File: src/rtl/stage_channel_sequencer_pkg.sv
// Shared stage definitions: FSM state encoding and channel launch modes.
package stage_channel_sequencer_pkg;

  typedef enum logic [1:0] {
    ST_IDLE,
    ST_LAUNCH,
    ST_WAIT,
    ST_DONE
  } stage_state_t;

  localparam int unsigned MODE_PARALLEL   = 0;
  localparam int unsigned MODE_SEQUENTIAL = 1;

endpackage

File: src/rtl/stage_channel_sequencer_watchdog.sv
// Per-run cycle watchdog: counts enabled cycles since clear; limit of zero disables it.
module stage_watchdog #(
  parameter int unsigned CNT_W = 24
) (
  input  logic             clk,
  input  logic             rst,
  input  logic             clear,
  input  logic             enable,
  input  logic [CNT_W-1:0] limit,
  output logic             expired
);

  logic [CNT_W-1:0] count;

  // Saturates so a disabled watchdog never wraps into a false expiry.
  always_ff @(posedge clk) begin
    if (rst || clear) begin
      count <= '0;
    end else if (enable && (count != '1)) begin
      count <= count + CNT_W'(1);
    end
  end

  // count holds completed enabled cycles, so this flags the limit-th cycle itself.
  assign expired = enable && (limit != '0) && (count >= limit - CNT_W'(1));

endmodule

File: src/rtl/stage_channel_sequencer.sv
// Stage sequencer: launches channels in parallel or in index order and collects their done pulses.
module stage_channel_sequencer
  import stage_channel_sequencer_pkg::*;
#(
  parameter int unsigned NUM_CH         = 2,
  parameter int unsigned SEQ_MODE       = 0,
  parameter int unsigned TIMEOUT_CYCLES = 0,
  parameter int unsigned TIMEOUT_W      = 24
) (
  input  logic              clk,
  input  logic              rst,
  input  logic              stage_ready,
  output logic [NUM_CH-1:0] ch_start,
  input  logic [NUM_CH-1:0] ch_done,
  output logic [NUM_CH-1:0] done_mask,
  output logic              busy,
  output logic              stage_done,
  output logic              timeout_err
);

  localparam int unsigned          CH_W     = (NUM_CH > 1) ? $clog2(NUM_CH) : 1;
  localparam logic [NUM_CH-1:0]    ALL_ONES = '1;
  localparam logic [TIMEOUT_W-1:0] LIMIT    = TIMEOUT_W'(TIMEOUT_CYCLES);

  stage_state_t      state, state_n;
  logic [CH_W-1:0]   cur_ch, cur_ch_n;
  logic [NUM_CH-1:0] started, started_n;
  logic [NUM_CH-1:0] start_n, mask_n, latched;
  logic              err_n, wd_clear, wd_expired;

  stage_watchdog #(
    .CNT_W (TIMEOUT_W)
  ) u_watchdog (
    .clk     (clk),
    .rst     (rst),
    .clear   (wd_clear),
    .enable  (busy),
    .limit   (LIMIT),
    .expired (wd_expired)
  );

  // Only channels launched in this run may contribute completions.
  assign latched = done_mask | (ch_done & started);

  always_comb begin
    state_n   = state;
    cur_ch_n  = cur_ch;
    started_n = started;
    mask_n    = done_mask;
    err_n     = timeout_err;
    wd_clear  = 1'b0;
    start_n   = '0;
    case (state)
      ST_IDLE: begin
        if (stage_ready) begin
          state_n   = ST_LAUNCH;
          cur_ch_n  = '0;
          started_n = '0;
          mask_n    = '0;
          err_n     = 1'b0;
          wd_clear  = 1'b1;
        end
      end
      ST_LAUNCH: begin
        mask_n  = latched;
        state_n = ST_WAIT;
        if (wd_expired && (latched != ALL_ONES)) begin
          state_n = ST_DONE;
          err_n   = 1'b1;
        end
      end
      ST_WAIT: begin
        mask_n = latched;
        if (latched == ALL_ONES) begin
          state_n = ST_DONE;
        end else if (wd_expired) begin
          state_n = ST_DONE;
          err_n   = 1'b1;
        end else if ((SEQ_MODE == MODE_SEQUENTIAL) && latched[cur_ch] &&
                     (cur_ch < CH_W'(NUM_CH - 1))) begin
          cur_ch_n = cur_ch + CH_W'(1);
          state_n  = ST_LAUNCH;
        end
      end
      ST_DONE: state_n = ST_IDLE;
      default: state_n = ST_IDLE;
    endcase
    // Start pulse is registered on entry so it lines up with the LAUNCH cycle.
    if (state_n == ST_LAUNCH) begin
      start_n   = (SEQ_MODE == MODE_SEQUENTIAL) ? (NUM_CH'(1) << cur_ch_n) : ALL_ONES;
      started_n = started_n | start_n;
    end
  end

  always_ff @(posedge clk) begin
    if (rst) begin
      state       <= ST_IDLE;
      cur_ch      <= '0;
      started     <= '0;
      ch_start    <= '0;
      done_mask   <= '0;
      busy        <= 1'b0;
      stage_done  <= 1'b0;
      timeout_err <= 1'b0;
    end else begin
      state       <= state_n;
      cur_ch      <= cur_ch_n;
      started     <= started_n;
      ch_start    <= start_n;
      done_mask   <= mask_n;
      busy        <= (state_n != ST_IDLE);
      stage_done  <= (state_n == ST_DONE);
      timeout_err <= err_n;
    end
  end

endmodule

File: config.mk
export PLATFORM = sky130hd
export DESIGN_NAME = stage_channel_sequencer
export DESIGN_NICKNAME = d
export VERILOG_FILES = /design/src/rtl/stage_channel_sequencer_pkg.sv /design/src/rtl/stage_channel_sequencer_watchdog.sv /design/src/rtl/stage_channel_sequencer.sv
export SDC_FILE = /design/constraint.sdc
export NUM_CORES = 1
export LEC_CHECK = 0
export ABC_CLOCK_PERIOD_IN_PS = 1650
export BUFFER_PORTS_ARGS = -buffer_cell sky130_fd_sc_hd__buf_2
export CAP_MARGIN = 20
export CORE_AREA = 2 2 39 41
export DETAILED_ROUTE_END_ITERATION = 10
export DIE_AREA = 0 0 41 43
export GPL_ROUTABILITY_DRIVEN = 0
export PLACE_DENSITY_LB_ADDON = 0.25
export SYNTH_ARGS = -nofsm -noshare
export SYNTH_HDL_FRONTEND = slang
export SYNTH_SLANG_ARGS = --single-unit
File: constraint.sdc
create_clock -name clk -period 1.65 [get_ports clk]
set_input_delay 0.33 -clock clk [delete_from_list [all_inputs] [get_ports clk]]
set_output_delay 0.33 -clock clk [all_outputs]
set_load 0.01 [all_outputs]
==> results.yml, run 1 <==
outcome:
  outcome: "finished clean"
synth:
  netlist_instances: 37
  synth_cell_type_count: 21
  synthSimpleGateAreaFrac_pct: 11.3
  synth_compound_area_share_pct: 24.6
  postSynth.asyncResetShare_pct: 0
  synth_xor_area_share_pct: 0
  synth_seq_cells: 8
  synth_area_per_cell_sq_um: 9.91
  synth_top_area_share_pct: 43.7
  synthMuxAreaShare_pct: 5.46
  yosys_warnings: 0
  synth_most_common_cell: "dfxtp_1"
  synth-adder-area-share_pct: 6.83
  ys.flop_type: "dfxtp_1"
  yosys-top-cells-count: "dfxtp_1, inv_1"
  synth-edff-count: 0
  yosys.area.top_type: "dfxtp_1"
  syn-num-nets: 44
  yosysSeqAreaShare_pct: 43.7
  synth_top_family_by_area: "compound AO/OA/AOI/OAI gates"
  yosys-top-cells-area: "dfxtp_1, ha_1, mux2i_1"
  syn-cell-area_sq_um: 367
clock_network:
  clk_latency_ns: 0.25
  cts_sinks: 8
  cts_tree: "yes"
  htreeDepth: 1
  tritoncts.num_buffers: 3
  cts_max_path_buffers: 2
  clkTransAtPathRegs_ns: 0.05
  cts_setup_buffers: 0
  cts_root_buffer: "clkbuf_4"
  cts_resized: 0
  cts_hold_buf: 0
layout:
  n_antenna_cell: 0
  drive_gt1_share_pct: 35.4
  area_growth_pct: 21.2
  fin_nets: 57
  final_util_pct: 32.1
  fin_area_sq_um: 444
routing:
  drt-total-wl_um: 670
  avgViaCountPerCell: 4.73
  drcViolationCount: 0
  drt_iter0_markers: 3
  firstDrtPassIters: 2
  ant_nets: 0
  vias: 303
  wl_per_cell_um: 10.5
timing:
  rsz0062_at_grt: "false"
  layout_min_cycle_time_ns: 1.35
  final_max_slew_viol_count: 0
  fmax_mhz: 741
  final_hold_viol_count: 0
  fin_crit_sh_pct: 81.8
  finalSetupViolCount: 0
  tns_ns: 0
  worst_slack_ns: 0.300
  fin_skew_ns: 0.00463
floorplan:
  boundaryPins: 12
  initial_utilization_pct: 26.5
  coreArea_sq_mm: 0.00138
  dieArea_sq_mm: 0.00176
  fp.dieH_um: 43
  rows: 14
  die_w_um: 41
critical_path:
  reg2reg_setup_slack_ns: 0.30
  cp-end-kind: "flop"
  r2r-start: "state[0]$_SDFF_PP0_"
  crit_path_max_fanout: 7
  critPathArrivalTime_ns: 1.52
  regToRegEndpoint: "busy$_SDFF_PP0_"
  crit_type: "reg -> reg"
  reg2reg_depth: 4
  setup.worst_path.end: "busy$_SDFF_PP0_"
  required_ns: 1.82
  cp-start-kind: "flop"
  startpoint: "state[0]$_SDFF_PP0_"
power_and_ir_drop:
  p_per_area_mw_per_mm2: 1230
  power_w: 0.000545
  leakagePower_nw: 0.213
  ir_drop_mv: 0.494
global_route:
  antenna_found_initial: 0
  track_usage_pct: 10.4
  grt-ovfl-total: 0
  grt_max_degree: 8
  grt_pass1_vias: 255
  grt_pass1_wl_mm: 1.19
place:
  dp_slack_ns: 0.323
  postPlaceCellArea_sq_um: 422
  numPortBuffers: 10
  place.detailed.hpwl_um: 502
min_path:
  hp-class: "in -> reg"
flow_run:
  drv_cap: 0
[power by group]
part           internal, W  total (W)  switching [W]  leakage, nW
clock            0.0000830   0.000146      0.0000633       0.0138
sequential        0.000221   0.000236      0.0000152       0.0657
combinational    0.0000730   0.000163      0.0000898        0.133
total             0.000377   0.000545       0.000168        0.213
[state kept, by name, summed over array words and instances, names as in the netlist]
name / count
state: 2
done_mask: 2
ch_start: 1
stage_done: 1
started: 1
busy: 1
[how the worst min path moves through the flow]
stage,startpoint,to,depth (start not counted)
6_report,rst,ch_start[0]$_SDFF_PP0_,2
2_1_floorplan,rst,ch_start[0]$_SDFF_PP0_,1
5_1_grt,rst,ch_start[0]$_SDFF_PP0_,2
3_3_place_gp,started[0]$_SDFFE_PP0P_,started[0]$_SDFFE_PP0P_,2
3_5_place_dp,started[0]$_SDFFE_PP0P_,started[0]$_SDFFE_PP0P_,2
4_1_cts,rst,ch_start[0]$_SDFF_PP0_,2
[cell usage in the layout, fill, tap and decap left out]
cell / n
inv_1: 3
a21boi_0: 1
a211oi_2: 1
nor2_1: 2
o211ai_1: 1
dfxtp_1: 8
nand2b_1: 1
a21o_1: 2
clkbuf_4: 3
o21ai_2: 1
conb_1: 1
a21oi_1: 2
nand2_2: 1
nand4b_1: 1
a31oi_1: 2
ha_1: 2
and2_4: 1
mux2i_1: 2
nand2_1: 1
buf_2: 10
a32oi_1: 1
a211oi_1: 1
[critical path, stage by stage (launching register included)]
cell and delay [ns]:
dfxtp_1 0.36, inv_1 0.07, ha_1 0.30, nand4b_1 0.32, a31oi_1 0.22
[cells by family (layout without fill, tap and decap cells)]
kind of cell    count (synthesis)  in the layout
compound gates                 12             12
fa+ha+maj                       2              2
buf+inv                         5             16
flops                           8              8
mux                             2              2
other cells                     1              1
simple gates                    7              7
[layer usage]
layer / track usage, % / up-vias / share of wire, %
li1: - / 154 / -
met1: 15.8 / 134 / 50
met2: 10.6 / 13 / 41
met3: 6.28 / 2 / 8.1
met4: 6.00 / 0 / 0.60
met5: 0 / - / 0
[final cells by class]
class	instances	area (sq um)
Tap cell	16	20.0
Inverter	3	11.3
Clock buffer	3	22.5
Timing Repair Buffer	10	50.0
Multi-Input combinational cell	24	180
Fill cell	152	940
Sequential cell	8	160
[stage by stage]
step	hold WS [ns]	cells
6_report	0.344	64
5_1_grt	0.332	64
4_1_cts	0.338	64
3_5_place_dp	0.502	61
3_3_place_gp	0.496	61
2_1_floorplan	0.395	37
No activity file was read; power rests on OpenSTA's default activity.
==> run 2, diff against run 1 <==
--- a/config.mk
+++ b/config.mk
@@ -5,7 +5,7 @@
 export SDC_FILE = /design/constraint.sdc
 export NUM_CORES = 1
 export LEC_CHECK = 0
-export ABC_CLOCK_PERIOD_IN_PS = 1650
+export ABC_CLOCK_PERIOD_IN_PS = 1190
 export BUFFER_PORTS_ARGS = -buffer_cell sky130_fd_sc_hd__buf_2
 export CAP_MARGIN = 20
 export CORE_AREA = 2 2 39 41
==> constraint.sdc (replaced) <==
create_clock -name clk -period 1.19 [get_ports clk]
set_input_delay 0.238 -clock clk [delete_from_list [all_inputs] [get_ports clk]]
set_output_delay 0.238 -clock clk [all_outputs]
set_load 0.01 [all_outputs]
==> run 2 against run 1 <==
Wire length rose by 7.5%. Sequential share of layout area fell by 3.5 points. Global-route usage rose by 0.14 points. Flip-flop and latch count did not move. Critical path type unchanged. Critical endpoint is now ch_start[0]$_SDFF_PP0_.
==> results.yml, run 2 (same netlist as run 1, synthesis figures left out) <==
outcome:
  outcome: "finished clean"
critical_path:
  critPathArrivalTime_ns: 1.32
  crit_path_max_fanout: 6
  slowest_delay_ns: 0.33
  regToRegEndpoint: "ch_start[0]$_SDFF_PP0_"
  crit_family: "flip-flops"
  crit_type: "reg -> reg"
  reg2reg_setup_slack_ns: 0.04
  required_ns: 1.37
  cp.depth: 4
  crit_slowest_cell: "dfxtp_2"
  reg2reg_depth: 4
  cp-start-kind: "flop"
  crit_path_cell_trace: "inv_2 > ha_4 > nand4b_1 > a211oi_2"
  r2r-start: "state[0]$_SDFF_PP0_"
  cp-end-kind: "flop"
  crit_buf_inv: 1
min_path:
  min_to: "ch_start[0]$_SDFF_PP0_"
  holdCritStartpoint: "rst"
  min_path_cells: 2
  hp-class: "in -> reg"
global_route:
  grt_max_degree: 8
  grt-ovfl-total: 0
  track_usage_pct: 10.6
  grt_pass1_vias: 289
  antenna_found_initial: 0
  grt_pass1_wl_mm: 1.19
routing:
  ant_nets: 0
  vias: 316
  drt_iter0_markers: 3
  drt-total-wl_um: 720
  drcViolationCount: 0
  wl_per_cell_um: 10.4
  avgViaCountPerCell: 4.58
  firstDrtPassIters: 3
timing:
  fin_crit_sh_pct: 96.2
  rsz0062_at_grt: "true"
  worst_slack_ns: 0.0448
  fin_skew_ns: 0.00247
  fmax_mhz: 873
  layout_min_cycle_time_ns: 1.15
  final_max_slew_viol_count: 0
  final_hold_viol_count: 0
  finalSetupViolCount: 0
clock_network:
  cts_tree: "yes"
  tritoncts.num_buffers: 3
  clkTransAtPathRegs_ns: 0.05
  cts_sinks: 8
  cts_root_buffer: "clkbuf_4"
  cts_max_path_buffers: 2
  clk_latency_ns: 0.25
  htreeDepth: 1
flow_run:
  drv_cap: 0
layout:
  fin_area_sq_um: 499
  n_antenna_cell: 0
  top_regs: "done_mask (2), state (2)"
  final_common_cell: "buf_2"
  fin_nets: 62
  area_growth_pct: 36.2
  drive_gt1_share_pct: 52.8
  layout_common_cells: "buf_2, dfxtp_1, buf_4"
power_and_ir_drop:
  p_per_area_mw_per_mm2: 1710
  ir_drop_mv: 0.867
  leakagePower_nw: 0.239
floorplan:
  boundaryPins: 12
  die_w_um: 41
  rows: 14
  initial_utilization_pct: 26.5
  dieArea_sq_mm: 0.00176
  fp.dieH_um: 43
  coreArea_sq_mm: 0.00138
place:
  numPortBuffers: 10
  place.detailed.hpwl_um: 546
  postPlaceCellArea_sq_um: 454
  dp_slack_ns: -0.0475
==> run 2: through the flow <==
| step | util [%] | TNS [ns] | total power, W | hold WS (ns) | cells |
|---|---|---|---|---|---|
| 4_1_cts | 35.4 | 0 | 0.000855 | 0.234 | 68 |
| 2_1_floorplan | - | 0 | 0.000509 | 0.303 | 37 |
| 6_report | 36.1 | 0 | 0.000856 | 0.241 | 69 |
| 3_3_place_gp | 32.8 | -0.0204 | 0.000611 | 0.499 | 65 |
| 3_5_place_dp | 32.8 | -0.0475 | 0.000613 | 0.503 | 65 |
| 5_1_grt | 36.1 | -0.0323 | 0.000928 | 0.242 | 69 |
==> run 2: how the worst max path moves through the flow <==
stage | startpoint | endpoint | slack [ns]
after floorplan | state[0]$_SDFF_PP0_ | stage_done$_SDFF_PP0_ | 0.04
after global placement | state[0]$_SDFF_PP0_ | stage_done$_SDFF_PP0_ | -0.02
after detailed placement | state[0]$_SDFF_PP0_ | stage_done$_SDFF_PP0_ | -0.05
after CTS | state[0]$_SDFF_PP0_ | stage_done$_SDFF_PP0_ | 0.03
after global routing | state[0]$_SDFF_PP0_ | ch_start[0]$_SDFF_PP0_ | -0.03
final | state[0]$_SDFF_PP0_ | ch_start[0]$_SDFF_PP0_ | 0.04
==> run 2: layout make-up <==
class | instances | area [sq um]
Timing Repair Buffer | 15 | 87.6
Sequential cell | 8 | 163
Tap cell | 16 | 20.0
Multi-Input combinational cell | 24 | 195
Clock buffer | 3 | 22.5
Fill cell | 148 | 885
Inverter | 3 | 11.3
==> run 2: repair_timing <==
action | in CTS | in global routing
hold buffers | 0 | 0
endpoints found under the setup margin | 2 | 3
buffers inserted | 0 | 1
cloned | 0 | 0
pin swaps | 0 | 2
gates resized for setup | 2 | 5
==> run 2: report_power, final <==
part,total [W],leakage [nW],internal [W],switching [W]
combinational,0.000321,0.158,0.000176,0.000144
sequential,0.000330,0.0664,0.000309,0.0000209
clock,0.000205,0.0138,0.000115,0.0000897
total,0.000856,0.239,0.000601,0.000255
==> run 2: worst register-to-register path: stages (launching register included) <==
cell and delay [ns]:
dfxtp_2 0.33, inv_2 0.05, ha_4 0.17, nand4b_1 0.27, a211oi_2 0.25
==> run 2: layer usage <==
| metal | part of all wire (%) | global-route usage (%) |
|---|---|---|
| met5 | 0 | 0 |
| met4 | 0 | 2.00 |
| met3 | 8.5 | 9.42 |
| met2 | 48 | 15.3 |
| met1 | 43 | 11.4 |
==> run 3, diff against run 2 <==
--- a/config.mk
+++ b/config.mk
@@ -5,6 +5,7 @@
 export SDC_FILE = /design/constraint.sdc
 export NUM_CORES = 1
 export LEC_CHECK = 0
+export ABC_AREA = 1
 export ABC_CLOCK_PERIOD_IN_PS = 1190
 export BUFFER_PORTS_ARGS = -buffer_cell sky130_fd_sc_hd__buf_2
 export CAP_MARGIN = 20
==> run 3 against run 2 <==
Flip-flop and latch count unchanged. Worst hold slack worse by 0.022 ns. Global-route usage down 1.4 points. Largest cell class unchanged. Via count up 6.0%. Critical path depth is 4 higher. Die area stayed put.
==> results.yml, run 3 <==
timing:
  rsz0062_at_grt: "true"
  fin_skew_ns: 0.000592
  layout_min_cycle_time_ns: 1.18
  holdWs_ns: 0.219
  finalSetupViolCount: 0
  final_hold_viol_count: 0
  fmax_mhz: 846
  tns_ns: 0
  fin_crit_sh_pct: 99.4
  final_max_slew_viol_count: 0
layout:
  top_regs: "done_mask (2), state (2)"
  n_antenna_cell: 0
  fin_nets: 75
  area_growth_pct: 55.4
  drive_gt1_share_pct: 53.0
  fin_area_sq_um: 558
  final_common_cell: "buf_2"
  layout_common_cells: "buf_2, nand2_1, dfxtp_1"
floorplan:
  fp.dieH_um: 43
  coreArea_sq_mm: 0.00138
  boundaryPins: 12
  rows: 14
  initial_utilization_pct: 25.9
  die_w_um: 41
  dieArea_sq_mm: 0.00176
synth:
  synth_top_area_share_pct: 44.6
  yosys-top-cells-count: "nand2_1, dfxtp_1, nor2_1"
  synth_seq_cells: 8
  yosys_warnings: 0
  yosys-top-cells-area: "dfxtp_1, nand2_1, nor2_1"
  syn-cell-area_sq_um: 359
  synth_area_per_cell_sq_um: 7.18
  postSynth.asyncResetShare_pct: 0
  syn-num-nets: 57
  ys.flop_type: "dfxtp_1"
  synth-edff-count: 0
  netlist_instances: 50
  synth_cell_type_count: 14
  yosys.area.top_type: "dfxtp_1"
  yosysSeqAreaShare_pct: 44.6
  synth_most_common_cell: "nand2_1"
min_path:
  hp-class: "in -> reg"
  min_path_cells: 2
  min_to: "done_mask[1]$_SDFFE_PP0P_"
  holdCritStartpoint: "rst"
flow_run:
  drv_cap: 0
critical_path:
  cp-start-kind: "flop"
  crit_family: "flip-flops"
  crit_slowest_cell: "dfxtp_2"
  slowest_delay_ns: 0.33
  reg2reg_depth: 8
  cp-end-kind: "flop"
  crit_path_cell_trace: "inv_2 > ha_4 > buf_12 > nor2_4 > nor2_4 > nor2_4 > nand2_1 > a21oi_1"
  path_common_cell: "nor2_4"
  r2r-start: "state[1]$_SDFF_PP0_"
  critPathArrivalTime_ns: 1.36
  required_ns: 1.37
  crit_type: "reg -> reg"
  crit_path_max_fanout: 5
  crit_buf_inv: 2
  reg2reg_setup_slack_ns: 0.007
  regToRegEndpoint: "done_mask[0]$_SDFFE_PP0P_"
power_and_ir_drop:
  ir_drop_mv: 0.656
  leakagePower_nw: 0.270
  power_w: 0.000937
  p_per_area_mw_per_mm2: 1680
global_route:
  grt_max_degree: 6
  grt_pass1_vias: 279
  track_usage_pct: 9.15
  antenna_found_initial: 0
  grt-ovfl-total: 0
  grt_pass1_wl_mm: 1.05
clock_network:
  cts_root_buffer: "clkbuf_4"
  tritoncts.num_buffers: 3
  clkTransAtPathRegs_ns: 0.05
  cts_max_path_buffers: 2
  clk_latency_ns: 0.25
  cts_tree: "yes"
  cts_sinks: 8
  htreeDepth: 1
outcome:
  outcome: "finished clean"
place:
  place.detailed.hpwl_um: 509
  postPlaceCellArea_sq_um: 437
  numPortBuffers: 10
routing:
  vias: 335
  wl_per_cell_um: 9.37
  firstDrtPassIters: 2
  drt-total-wl_um: 768
  drcViolationCount: 0
  avgViaCountPerCell: 4.09
  drt_iter0_markers: 1
  ant_nets: 0
==> run 3: through the flow <==
step	setup WS (ns)	instances	util [%]
final	0.00741	82	40.3
after global routing	-0.0466	82	40.3
after CTS	-0.0293	80	33.8
after detailed placement	-0.0497	77	31.6
after global placement	-0.0437	77	31.6
after floorplan	0.0259	50	-
==> run 3: cell families after synthesis <==
| logic type | count (synthesis) | share of synthesized area, % |
|---|---|---|
| AO/OA/AOI/OAI | 3 | 4.18 |
| adder cells (fa/ha/maj) | 2 | 6.97 |
| buffers and inverters | 11 | 13.6 |
| flip-flops | 8 | 44.6 |
| other | 1 | 1.04 |
| AND/OR/NAND/NOR | 25 | 29.6 |
==> run 3: area by class of cell <==
class | instances | area [sq um]
timing repair buffer | 15 | 100
fill | 154 | 826
sequential | 8 | 163
multi-input combinational | 31 | 216
inverter | 9 | 36.3
tap | 16 | 20.0
clock buffer | 3 | 22.5
==> run 3: what timing repair did <==
item | in CTS | in global routing
hold buffers | 0 | 0
endpoints found under the setup margin | 6 | 7
resized for setup | 4 | 17
setup buffers | 0 | 2
pin swaps | 0 | 5
hold endpoints to repair | 0 | 0
==> run 3: routing by layer <==
| layer | global-route usage [%] | wire length (um) | vias to the layer above |
|---|---|---|---|
| li1 | - | - | 179 |
| met1 | 10.7 | 306 | 148 |
| met2 | 12.5 | 435 | 6 |
| met3 | 3.14 | 18 | 2 |
| met4 | 8.00 | 8 | 0 |
| met5 | 0 | 0 | - |
==> run 3: where the power goes <==
group	switching (W)	internal [W]	total (W)
Sequential	0.0000197	0.000311	0.000331
Combinational	0.000205	0.000201	0.000406
Clock	0.0000853	0.000115	0.000200
==> run 3: how the worst max path moves through the flow <==
stage / startpoint / cells past startpoint / endpoint
floorplan: state[0]$_SDFF_PP0_ / 8 / done_mask[0]$_SDFFE_PP0P_
global placement: state[0]$_SDFF_PP0_ / 8 / busy$_SDFF_PP0_
detailed placement: state[1]$_SDFF_PP0_ / 8 / busy$_SDFF_PP0_
CTS: state[1]$_SDFF_PP0_ / 7 / done_mask[1]$_SDFFE_PP0P_
global route: state[0]$_SDFF_PP0_ / 8 / done_mask[0]$_SDFFE_PP0P_
finish: state[1]$_SDFF_PP0_ / 8 / done_mask[0]$_SDFFE_PP0P_
==> run 3: worst reg2reg max path: stages (launching register included) <==
cell and delay (ns):
dfxtp_2 0.33, inv_2 0.05, ha_4 0.18, buf_12 0.13
nor2_4 0.12, nor2_4 0.05, nor2_4 0.07, nand2_1 0.05
a21oi_1 0.12
